$ cat src/rtl/somador_serial_ctrl.sv
// Bit-serial sequencer for the somador_1bit full adder cell: shifts operands out
// LSB-first, recirculates the carry and reassembles an N-bit sum plus final carry.
module somador_serial_ctrl #(
  parameter int N  = 4,
  parameter int CW = 3
) (
  input  logic         clk,
  input  logic         rst_n,
  input  logic         inicio,
  input  logic [N-1:0] a,
  input  logic [N-1:0] b,
  input  logic         te_in,
  output logic         X,
  output logic         Y,
  output logic         TE,
  input  logic         S,
  input  logic         TS,
  output logic         ocupado,
  output logic         pronto,
  output logic [N-1:0] soma,
  output logic         ts_final
);

  typedef enum logic [1:0] {OCIOSO, SOMANDO, PRONTO} state_t;

  state_t        state_reg, state_next;
  logic [CW-1:0] cnt_reg;
  logic [N-1:0]  a_reg, b_reg, res_reg, soma_reg;
  logic          carry_reg, ts_final_reg;
  logic          last_bit;

  assign last_bit = (cnt_reg == CW'(N - 1));

  always_comb begin
    state_next = state_reg;
    case (state_reg)
      OCIOSO:  if (inicio) state_next = SOMANDO;
      SOMANDO: if (last_bit) state_next = PRONTO;
      PRONTO:  state_next = OCIOSO;
      default: state_next = OCIOSO;
    endcase
  end

  always_ff @(posedge clk or negedge rst_n) begin
    if (!rst_n) begin
      state_reg    <= OCIOSO;
      cnt_reg      <= '0;
      a_reg        <= '0;
      b_reg        <= '0;
      res_reg      <= '0;
      carry_reg    <= 1'b0;
      soma_reg     <= '0;
      ts_final_reg <= 1'b0;
    end else begin
      state_reg <= state_next;
      case (state_reg)
        OCIOSO: begin
          if (inicio) begin
            a_reg     <= a;
            b_reg     <= b;
            carry_reg <= te_in;
            cnt_reg   <= '0;
          end
        end
        SOMANDO: begin
          a_reg     <= {1'b0, a_reg[N-1:1]};
          b_reg     <= {1'b0, b_reg[N-1:1]};
          res_reg   <= {S, res_reg[N-1:1]};
          carry_reg <= TS;
          // Counter stops at N-1; it is reloaded on the next accepted start.
          if (!last_bit) cnt_reg <= cnt_reg + CW'(1);
          if (last_bit) begin
            soma_reg     <= {S, res_reg[N-1:1]};
            ts_final_reg <= TS;
          end
        end
        default: ;
      endcase
    end
  end

  // Adder-cell drive comes only from registers, gated by the registered state.
  assign ocupado  = (state_reg == SOMANDO);
  assign pronto   = (state_reg == PRONTO);
  assign X        = ocupado & a_reg[0];
  assign Y        = ocupado & b_reg[0];
  assign TE       = ocupado & carry_reg;
  assign soma     = soma_reg;
  assign ts_final = ts_final_reg;

endmodule

$ cat config.mk
export PLATFORM = sky130hd
export DESIGN_NAME = somador_serial_ctrl
export DESIGN_NICKNAME = d
export VERILOG_FILES = /design/src/rtl/somador_serial_ctrl.sv
export SDC_FILE = /design/constraint.sdc
export NUM_CORES = 1
export LEC_CHECK = 0
export ABC_AREA = 0
export ABC_CLOCK_PERIOD_IN_PS = 3200
export CORE_MARGIN = 4
export CORE_UTILIZATION = 44
export CTS_CLUSTER_SIZE = 28
export DETAILED_ROUTE_END_ITERATION = 16
export PLACE_DENSITY = 0.78
export SYNTH_ARGS = -nofsm -noshare
export SYNTH_HDL_FRONTEND = slang
export SYNTH_SLANG_ARGS = --single-unit
$ cat constraint.sdc
create_clock -name clk -period 3.2 [get_ports clk]
set_clock_uncertainty 0.15 [all_clocks]
set_input_delay 0.64 -clock clk [delete_from_list [all_inputs] [get_ports clk]]
set_output_delay 0.64 -clock clk [all_outputs]
set_load 0.02 [all_outputs]
* After elaboration in Yosys (flattened, before gate mapping)
Index checks and enable logic that the tools add are counted.
** Word-level totals
- Register bits after elaboration :: 23
- Input bits :: 14
- Output and inout bits :: 10
** Cells by class
- Add/sub/neg operators :: 1
- Equal/unequal tests :: 6
- Mux-type cells :: 12
- Bitwise gates (word level) :: 3
- Reductions and logical operators :: 6
** Operators by type and width (count)
- case mux 4 bit (2 select lines) :: 2
- two-way mux 4 bit :: 2
- two-way mux 3 bit :: 2
- case mux 3 bit (2 select lines) :: 1
- AND reduction 2 bit :: 3
- two-way mux 2 bit :: 2
- inequality test 2 bit, second input constant :: 2
- case mux 2 bit (2 select lines) :: 1
- adder 3 x 1 -> 3 bit, second input constant :: 1
- bitwise AND 1 bit :: 3
- equality test 3 x 2 -> 1 bit, second input constant :: 1
- AND reduction 3 bit :: 1
- equality test 2 x 1 -> 1 bit, second input constant :: 1
- equality test 2 bit, second input constant :: 1
- logical NOT 2 bit :: 1
- inequality test 2 x 1 -> 1 bit, second input constant :: 1
- case mux 1 bit (2 select lines) :: 1
- nonzero test 2 bit :: 1
- two-way mux 1 bit :: 1

* Logic depth before layout (Yosys ltp)
Gate-level depths: netlist (run 1).
- Depth after elaboration :: 3
- Gate-level depth with buffers :: 5

* Worst setup path after synthesis (run 1)
OpenSTA, ideal clock, no wires.
- Path type :: reg-to-output
- Start point :: register state_reg[0]
- End point :: output port TE
- Data arrival time :: 0.939 ns
- Path slack :: 1.471 ns
- Stages on the path, launching flop included :: 4
- Cell sequence :: dfrtp_1 nand2b_2 clkinv_2 and2_1
** Between the ends
- Word-level cells in the longest chain between the ends :: 2
** Ends and longest elaborated chain
- from (decl) :: line 26 : state_t state_reg, state_next;
- from (signal assigned) :: line 55 : state_reg <= state_next;
- equality test 2 x 1 -> 1 bit :: line 83 : assign ocupado = (state_reg == SOMANDO);
- via ocupado :: line 18 : output logic ocupado,
- bitwise AND 1 bit :: line 87 : assign TE = ocupado & carry_reg;
- to (decl) :: line 15 : output logic TE,
The timed path passes the listed nets, and every way through them passes these cells.

* Final worst setup path (run 1)
- Start point :: register state_reg[1]
- End point :: output port X
** Between the ends
- Word-level cells in the longest chain between the ends :: 2
** Ends and longest elaborated chain
- equality test 2 x 1 -> 1 bit :: line 83
- bitwise AND 1 bit :: line 85 : assign X = ocupado & a_reg[0];
- to (decl) :: line 13 : output logic X,
Every way passes these cells.

==> results of run 1 <==
-- cells in the mapped netlist, drive strengths merged --
cell type / instances / share of area (%)
dfrtp: 22 / 55
o22ai: 14 / 8.7
nand2: 13 / 5.6
a21oi: 9 / 4.5
o21ai: 9 / 4.5
mux2: 5 / 7.5
and2: 3 / 1.9
buf: 3 / 1.5
inv: 3 / 1.1
nand2b: 3 / 2.1
nor2: 3 / 1.1
clkinv: 2 / 0.87
ha: 2 / 2.5
a22oi: 1 / 0.75
nand3: 1 / 0.50
nor2b: 1 / 0.62
nor3: 1 / 0.50
o311ai: 1 / 0.87
-- through the flow --
stage / total power, mW / utilization, %
after CTS: 1.280 / 59.22
after global placement: 1.112 / 57.57
final: 1.269 / 59.22
after global routing: 1.358 / 59.22
after floorplan: 0.9036 / -
after detailed placement: 1.131 / 57.57
-- layer usage --
layer / wire [um] / global-route usage [%] / up-vias
met3: 107 / 2.552 / 0
met1: 899 / 16.72 / 393
met5: 0 / 0 / -
li1: - / - / 395
met4: 0 / 2.083 / 0
met2: 963 / 22.97 / 21
-- final timing paths --
check                             start         end  slack (ns)  cells after the start
max in group asynchronous         rst_n   carry_reg        2.15                      2
hold / removal               res_reg[1]  res_reg[1]        0.35                      2
min in group asynchronous         rst_n  cnt_reg[2]        0.52                      2
hold reg to reg              res_reg[1]  res_reg[1]        0.35                      2
setup reg to reg           state_reg[1]     soma[1]        1.43                      4
setup / recovery           state_reg[1]           X        0.36                      4
-- kinds of logic after synthesis --
kind of cell	after synthesis
AO/OA/AOI/OAI	34
adder cells (fa/ha/maj)	2
buffers and inverters	8
flip-flops	22
multiplexers	5
AND/OR/NAND/NOR	25
-- power breakdown --
group	switching (mW)	internal (mW)
Clock	0.0805	0.0693
Combinational	0.307	0.301
Sequential	0.104	0.407
-- cell type report --
class	count	share of cell area, %
inverter	5	1.543
tap	28	2.700
timing repair buffer	24	18.32
sequential	22	42.43
clock buffer	4	2.797
multi-input combinational	66	32.21
-- worst min-delay path, cell delays in order, from the launching register on --
cell and delay (ns):
dfrtp_1 0.37, nand2_1 0.05, nand2_1 0.06
==> reports/metrics.yaml, run 1 <==
worst_setup_path:
  arrival_ns: 2.05
  setup.worst_path.end_class: "output port"
  startpoint_type: "register"
  path_cells: "nand2b_2 > clkinv_2 > and2_1 > clkdlybuf4s50_1"
  critical_path.max_stage_delay_ns: 0.55
  timing.critical_path.buf_inv: 2
  crit_fanout: 13
  crit_family: "buffers and inverters"
  crit_type: "reg2out"
  slowest_stage: "dfrtp_1"
  required_ns: 2.41
clocking:
  cts_setup_buffers: 0
  htree_levels: 1
  cts_root_buf: "clkbuf_4"
  cts_tree: "yes"
  cts_resized: 0
  cts_max_path_buffers: 2
  cts_hold_buf: 0
  cts_sinks: 22
  path_clk_slew_ns: 0.12
  cts-buffers-inserted: 3
  clock_latency_ns: 0.30
drt:
  drt_iter0_drc: 24
  wl_um: 1970
  viasPerCell: 5.430
  routedWlPerCell_um: 13.22
  dr.pass1.iters: 4
  vias: 809
  postRouteAntennaNets: 0
  drc: 0
sta:
  tightest_slew_ns: 0.3744
  finalSetupViolCount: 0
  tns_ns: 0
  drv_slew: 0
  hold_violations: 0
  relSlewSlack_pct: 74.96
  fmax_mhz: 352.1
  min_period_over_period_pct: 88.76
  holdWs_ns: 0.3497
  fin_ws_ns: 0.3596
  rsz0062_at_grt: "no"
  finalCriticalPeriod_ns: 2.840
synth:
  synth_seq_area_share_pct: 54.86
  ys_ff_latch: 22
  synthMuxAreaShare_pct: 7.481
  synth_compound_area_share_pct: 19.33
  synth-simple-area-share_pct: 12.34
  syn_nets: 112
  netlist_instances: 96
  synth_top_family_by_area: "compound AO/OA/AOI/OAI gates"
  synth_fa_ha_area_share_pct: 2.494
  netlist_area_mm2: 0.001003
  synth.distinct_cells: 21
  ys_warn_count: 0
  avgSynthCellArea_um2: 10.45
  synthXorXnorAreaFrac_pct: 0
flow_run:
  drv_cap: 0
final_layout:
  fill_cells: 191
  layout_commonest_cell: "clkdlybuf4s50_1"
  post-route-cell-area_mm2: 0.001297
  antenna_cells: 0
  syn2layout_area_growth_pct: 29.30
  multiInputGateArea_um2: 417.9
  nets: 138
  register_area_um2: 550.5
  drive_gt1_share_pct: 10.74
  finalNonFillerCells: 149
  layout_common_cells: "clkdlybuf4s50_1 (23), dfrtp_1 (22), o22ai_1 (14)"
pwr:
  ir_drop_uv: 491.1
  leakage_nw: 0.5766
  power_density_mw_per_mm2: 978.0
global_route:
  antenna_found_initial: 0
  grt_pass1_wl_um: 3325
  grt_max_degree: 23
  grt.overflow.total: 0
  grt_pass1_vias: 745
  grt_usage_pct: 13.02
placed_design:
  place_inst: 145
  place_hpwl_um: 1501
  pre_cts_slack_ns: 0.7014
  place_area_mm2: 0.001261
  io_buffers: 23
  gp_congestion: 0.8083
floorplan:
  initial_core_util_pct: 45.80
  die_h_um: 55.76
  fp.dieW_um: 55.76
  rows: 17
  die-area_mm2: 0.003109
  coreArea_mm2: 0.002191
  ios: 24
run_status:
  status: "completed"
hold_path:
  hp-class: "reg2reg"
No activity file was read; power rests on OpenSTA's default activity.
==> run 2, diff against run 1 <==
ABC_AREA = 1   (was 0)
CELL_PAD_IN_SITES_DETAIL_PLACEMENT = 0   (was unset)
CELL_PAD_IN_SITES_GLOBAL_PLACEMENT = 2   (was unset)
CORE_UTILIZATION = 30   (was 44)
CTS_CLUSTER_SIZE = unset   (was 28)
PLACE_DENSITY = 0.89   (was 0.78)
==> run 2 against run 1 <==
Non-clock buffer count did not move. Critical path depth fell by 1. Highest routed layer is now met4. Register-to-register slack improved by 0.22 ns. Final area grew 6.0%. Utilization down 18 points. Total power up 3.2%. Sequential power decreased by 3%. Combinational power grew 8.1%. Worst hold slack got worse by 0.0088 ns. First-iteration DRC count increased by 29%. Flip-flop and latch count unchanged. Largest cell class unchanged. Clock-buffer cell count is the same.
==> reports/metrics.yaml, run 2 <==
run_status:
  status: "completed"  # unchanged
worst_setup_path:
  r2r_cells: 6  # was 4
  critical_path.max_stage_delay_ns: 0.64  # was 0.55 ns
  rrSetupSlack_ns: 1.65  # was 1.43 ns
  slowest_stage: "dfrtp_1"  # unchanged
  arrival_ns: 1.90  # was 2.05 ns
  crit_type: "reg2out"  # unchanged
  crit_fanout: 17  # was 13
  required_ns: 2.41  # about the same
  startpoint_type: "register"  # unchanged
  path_cells: "nand2_4 > nor2_1 > clkdlybuf4s50_1"  # was nand2b_2 > clkinv_2 > and2_1 > clkdlybuf4s50_1
  setup.worst_path.end_class: "output port"  # unchanged
clocking:
  clock_latency_ns: 0.30  # about the same
  cts_root_buf: "clkbuf_4"  # unchanged
  cts_hold_buf: 0  # unchanged
  cts_sinks: 22  # unchanged
  cts_max_path_buffers: 2  # unchanged
  cts_setup_buffers: 0  # unchanged
  cts-buffers-inserted: 3  # unchanged
  htree_levels: 1  # unchanged
  cts_tree: "yes"  # unchanged
  path_clk_slew_ns: 0.13  # was 0.12 ns
  cts_resized: 0  # unchanged
drt:
  wl_met2_um: 990  # was 963 um
  routedWlPerCell_um: 10.67  # was 13.22 um
  drc: 0  # unchanged
  topRoutingLayerUsed: "met4"  # was met3
  wl_met1_um: 1062  # was 899 um
  met3_wirelength_um: 102  # was 107 um
  viasPerCell: 4.328  # was 5.430
  postRouteAntennaNets: 0  # unchanged
  dr.pass1.iters: 4  # unchanged
  drt_iter0_drc: 31  # was 24
  vias: 883  # was 809
  wl_um: 2176  # was 1970 um
final_layout:
  layout_commonest_cell: "nand2_1"  # was clkdlybuf4s50_1
  drive_gt1_share_pct: 8.228  # was 10.74%
  nets: 175  # was 138
  antenna_cells: 0  # unchanged
  fill_cells: 371  # was 191
  syn2layout_area_growth_pct: 29.60  # was 29.30%
  layout_common_cells: "nand2_1 (36), inv_1 (25), clkdlybuf4s50_1 (23)"  # was clkdlybuf4s50_1 (23), dfrtp_1 (22), o22ai_1 (14)
synth:
  async_reset_ff_share_pct: 100.0  # unchanged
  yosysTopAreaCell: "dfrtp_1"  # unchanged
  synth_seq_area_share_pct: 51.89  # was 54.86%
  synth.distinct_cells: 15  # was 21
  synth_top_family_by_area: "simple AND/OR/NAND/NOR gates"  # was compound AO/OA/AOI/OAI gates
  netlist_instances: 133  # was 96
  ys_ff_latch: 22  # unchanged
  synth_area_leaders: "dfrtp_1 (52%), nand2_1 (13%), nand3_1 (9.9%)"  # was dfrtp_1 (55%), o22ai_1 (8.7%), mux2_4 (7.5%)
  post-synth-top-area-fraction_pct: 51.89  # was 54.86%
  syn_nets: 149  # was 112
  avgSynthCellArea_um2: 7.978  # was 10.45 um^2
  synthXorXnorAreaFrac_pct: 0  # unchanged
  ys_warn_count: 0  # unchanged
  synth_fa_ha_area_share_pct: 2.358  # was 2.494%
  synth_flop_cell: "dfrtp_1"  # unchanged
  synthMuxAreaShare_pct: 0  # was 7.481%
  synth-simple-area-share_pct: 29.60  # was 12.34%
  netlist_area_mm2: 0.001061  # was 0.001003 mm^2
  synth_edf_count: 0  # unchanged
  synth_compound_area_share_pct: 4.245  # was 19.33%
  post-synth-top-count-cell: "nand2_1"  # was dfrtp_1
  ys_top_cells_by_count: "nand2_1 (36), inv_1 (25), dfrtp_1 (22)"  # was dfrtp_1 (22), o22ai_1 (14), nand2_1 (12)
pwr:
  ir_drop_uv: 336.9  # was 491.1 uV
  power_density_mw_per_mm2: 952.0  # was 978.0 mW/mm^2
  leakage_nw: 0.7299  # was 0.5766 nW
sta:
  finalSetupViolCount: 0  # unchanged
  relSlewSlack_pct: 69.95  # was 74.96%
  finalCriticalPeriod_ns: 2.691  # was 2.840 ns
  holdWs_ns: 0.3409  # was 0.3497 ns
  hold_violations: 0  # unchanged
  fin_ws_ns: 0.5092  # was 0.3596 ns
  fmax_mhz: 371.6  # was 352.1 MHz
  min_period_over_period_pct: 84.09  # was 88.76%
  tns_ns: 0  # unchanged
  tightest_slew_ns: 0.4507  # was 0.3744 ns
  rsz0062_at_grt: "no"  # unchanged
  drv_slew: 0  # unchanged
placed_design:
  place_hpwl_um: 1649  # was 1501 um
  io_buffers: 23  # unchanged
  gp_congestion: 0.7141  # was 0.8083
  pre_cts_slack_ns: 0.8382  # was 0.7014 ns
hold_path:
  worstHoldPathCells: 2  # unchanged
  hp-class: "reg2reg"  # unchanged
floorplan:
  die_h_um: 67.47  # was 55.76 um
  ios: 24  # unchanged
  initial_core_util_pct: 31.55  # was 45.80%
  fp.dieW_um: 67.47  # was 55.76 um
  rows: 21  # was 17
  coreArea_mm2: 0.003363  # was 0.002191 mm^2
  die-area_mm2: 0.004552  # was 0.003109 mm^2
global_route:
  antenna_found_initial: 0  # unchanged
  grt.overflow.total: 0  # unchanged
  grt_pass1_vias: 824  # was 745
  grt_usage_pct: 10.36  # was 13.02%
  grt_pass1_wl_um: 3608  # was 3325 um
  grt_max_degree: 23  # unchanged
flow_run:
  drv_cap: 0  # unchanged
-- run 2: cell types whose count changed in the layout (fill, tap and decap cells not counted), sizes merged, moves of 5 or more --
cell,delta
nand2,+26
nand3,+20
a21oi,-9
mux2,-5
o22ai,-14
inv,+26
-- run 2: layout make-up --
| class | instances | area (um^2) | share of cell area (%) |
|---|---|---|---|
| Multi-Input combinational cell | 79 | 384.1 | 27.93 |
| Timing Repair Buffer | 24 | 237.7 | 17.29 |
| Tap cell | 46 | 57.56 | 4.186 |
| Clock buffer | 4 | 36.28 | 2.639 |
| Sequential cell | 22 | 550.5 | 40.04 |
| Inverter | 29 | 108.9 | 7.916 |
-- run 2: metal layers --
metal	global-route usage, %	vias up
met3	2.163	2
met1	13.64	403
met4	4.557	0
met5	0	-
met2	16.28	20
li1	-	458
-- run 2: kinds of logic (layout without fill, tap and decap cells) --
group | count (synthesis) | in the layout
buffers and inverters | 32 | 57
AND/OR/NAND/NOR | 68 | 68
flip-flops | 22 | 22
adder cells (fa/ha/maj) | 2 | 2
AO/OA/AOI/OAI | 9 | 9
-- run 2: power by group --
group	switching (mW)	total (mW)	internal, mW
clock	0.0864	0.156	0.0693
combinational	0.382	0.657	0.275
sequential	0.0896	0.497	0.407
total	0.558	1.31	0.751
-- run 2: critical path, delay by kind of cell (launching register included) --
kind / cells / cell delay [ns]
and+or+nand+nor: 2 / 0.33
buffers and inverters: 1 / 0.62
DFF: 1 / 0.64
-- run 2: path summary, 6_finish.rpt --
path,start,to
setup / recovery,state_reg[0],TE
hold / removal,a_reg[1],a_reg[1]
setup reg to reg,cnt_reg[0],cnt_reg[2]
hold reg to reg,a_reg[1],a_reg[1]
max in group asynchronous,rst_n,a_reg[2]
min in group asynchronous,rst_n,soma[2]
-- run 2: stage by stage --
step / util, % / instance area [um^2] / instances / power (mW)
floorplan: - / 1061 / 133 / 0.9442
global placement: 39.81 / 1339 / 200 / 1.166
detailed placement: 39.81 / 1339 / 200 / 1.171
CTS: 40.89 / 1375 / 204 / 1.330
global route: 40.89 / 1375 / 204 / 1.432
finish: 40.89 / 1375 / 204 / 1.309
==> run 3, diff against run 2 <==
ABC_CLOCK_PERIOD_IN_PS = 2510   (was 3200)
CORE_UTILIZATION = 28   (was 30)
PLACE_DENSITY = 0.84   (was 0.89)
clock period = 2.51 ns   (was 3.2 ns; I/O delays follow)
==> run 3 against run 2 <==
Global-route usage fell by 0.46 points. Worst hold slack worse by 0.0063 ns. Sequential share of layout area shrank 1.2 points. Non-clock buffer count increased by 1. Via count up 0.57%.
==> reports/metrics.yaml, run 3 (synthesized netlist as in run 2, its figures left out) <==
sta:
  min_period_over_period_pct: 94.52
  finalCriticalPeriod_ns: 2.372
  relSlewSlack_pct: 81.24  # was 69.95%
  drv_slew: 0  # unchanged
  rsz0062_at_grt: "no"  # unchanged
  fmax_mhz: 421.5
  hold_violations: 0  # unchanged
  finalSetupViolCount: 0  # unchanged
  holdWs_ns: 0.3347  # was 0.3409 ns
  tightest_slew_ns: 0.2813  # was 0.4507 ns
  tns_ns: 0  # unchanged
clocking:
  cts_root_buf: "clkbuf_8"  # was clkbuf_4
  cts-buffers-inserted: 3  # unchanged
  path_clk_slew_ns: 0.08  # was 0.13 ns
  cts_tree: "yes"  # unchanged
  cts_max_path_buffers: 2  # unchanged
  clock_latency_ns: 0.26  # was 0.30 ns
  cts_sinks: 22  # unchanged
  cts_hold_buf: 0  # unchanged
  htree_levels: 1  # unchanged
final_layout:
  layout_commonest_cell: "nand2_1"  # unchanged
  syn2layout_area_growth_pct: 33.96  # was 29.60%
  postLayoutCoreUtil_pct: 38.82  # was 40.89%
  nets: 176  # was 175
  drive_gt1_share_pct: 9.434  # was 8.228%
  layout_common_cells: "nand2_1 (36), inv_1 (25), clkdlybuf4s50_1 (23)"  # unchanged
  finalNonFillerCells: 207  # was 204
  antenna_cells: 0  # unchanged
floorplan:
  die-area_mm2: 0.004838  # was 0.004552 mm^2
  coreArea_mm2: 0.003661  # was 0.003363 mm^2
  die_h_um: 69.56  # was 67.47 um
  ios: 24  # unchanged
  rows: 22  # was 21
  initial_core_util_pct: 28.98  # was 31.55%
  fp.dieW_um: 69.56  # was 67.47 um
global_route:
  grt_max_degree: 23  # unchanged
  grt_pass1_wl_um: 3905  # was 3608 um
  grt_usage_pct: 9.900  # was 10.36%
  grt_pass1_vias: 912  # was 824
  antenna_found_initial: 0  # unchanged
  grt.overflow.total: 0  # unchanged
drt:
  postRouteAntennaNets: 0  # unchanged
  wl_um: 2259  # was 2176 um
  drc: 0  # unchanged
  viasPerCell: 4.290  # was 4.328
  vias: 888  # was 883
  drt_iter0_drc: 25  # was 31
  routedWlPerCell_um: 10.91  # was 10.67 um
  dr.pass1.iters: 3  # was 4
placed_design:
  place_inst: 203  # was 200
  gp_congestion: 0.8437  # was 0.7141
  io_buffers: 23  # unchanged
  place_hpwl_um: 1671  # was 1649 um
worst_setup_path:
  required_ns: 1.86  # was 2.41 ns
  startpoint_type: "register"  # unchanged
  setup.worst_path.end_class: "output port"  # unchanged
  crit_fanout: 17  # unchanged
  arrival_ns: 1.72  # was 1.90 ns
  crit_type: "reg2out"  # unchanged
pwr:
  leakage_nw: 0.7480  # was 0.7299 nW
  power_density_mw_per_mm2: 1278  # was 952.0 mW/mm^2
  ir_drop_uv: 538.8  # was 336.9 uV
  p_total_mw: 1.817  # was 1.309 mW
run_status:
  status: "completed"  # unchanged
hold_path:
  hp-class: "reg2reg"  # unchanged
flow_run:
  drv_cap: 0  # unchanged
run 3: cell count changes in the layout (fill, tap and decap cells not counted):
cell	previous run	this run
buf_4	1	2
dfrtp_2	0	1
clkbuf_4	3	0
clkbuf_8	1	3
bufinv_16	0	1
dfrtp_1	22	21
run 3: worst max-delay path, stage by stage (launching register included):
cell             delay (ns)
dfrtp_2                0.53
nand2_4                0.18
nor2_1                 0.13
clkdlybuf4s50_1        0.61
run 3: metrics by stage:
| step | setup slack (ns) | area, um^2 |
|---|---|---|
| 5_1_grt | 0.03566 | 1421 |
| 4_1_cts | 0.1337 | 1421 |
| 6_report | 0.1375 | 1421 |
| 2_1_floorplan | 0.8255 | 1061 |
| 3_5_place_dp | 0.2768 | 1349 |
| 3_3_place_gp | 0.2988 | 1349 |
run 3: timing repair:
| action | 4_1_cts | 5_1_grt |
|---|---|---|
| resized for setup | 1 | 0 |
| endpoints found under the hold margin | 0 | 0 |
| endpoints found under the setup margin | 3 | 0 |
| setup buffers | 0 | 0 |
run 3: routing by layer:
metal	part of all wire (%)	vias up	GRT usage (%)	wire (um)
li1	-	460	-	-
met5	0	-	0	0
met4	0	0	3.254	0
met1	51	415	13.09	1141
met2	46	13	16.00	1048
met3	3.1	0	2.174	69
run 3: where the power goes:
| part | total [mW] | switching (mW) | internal (mW) | leakage (nW) |
|---|---|---|---|---|
| logic | 0.844 | 0.489 | 0.355 | 0.441 |
| clock network | 0.330 | 0.117 | 0.213 | 0.0357 |
| registers | 0.642 | 0.120 | 0.522 | 0.271 |
run 3: final timing paths:
kind | startpoint | to | slack [ns] | cells past startpoint
max reg2reg | cnt_reg[0] | cnt_reg[2] | 0.99 | 6
min in group asynchronous | rst_n | carry_reg | 0.44 | 2
min reg2reg | a_reg[1] | a_reg[1] | 0.33 | 2
max in group asynchronous | rst_n | state_reg[0] | 1.53 | 2
min | a_reg[1] | a_reg[1] | 0.33 | 2
max | state_reg[0] | TE | 0.14 | 3
run 3: layout make-up:
cell class,count,area [um^2]
inverters,29,108.9
well taps,48,60.06
fillers,382,2240
repair buffers,25,245.2
multi-input cells,79,384.1
flip-flops and latches,22,551.8
clock buffers,3,41.29
clock inverters,1,30.03
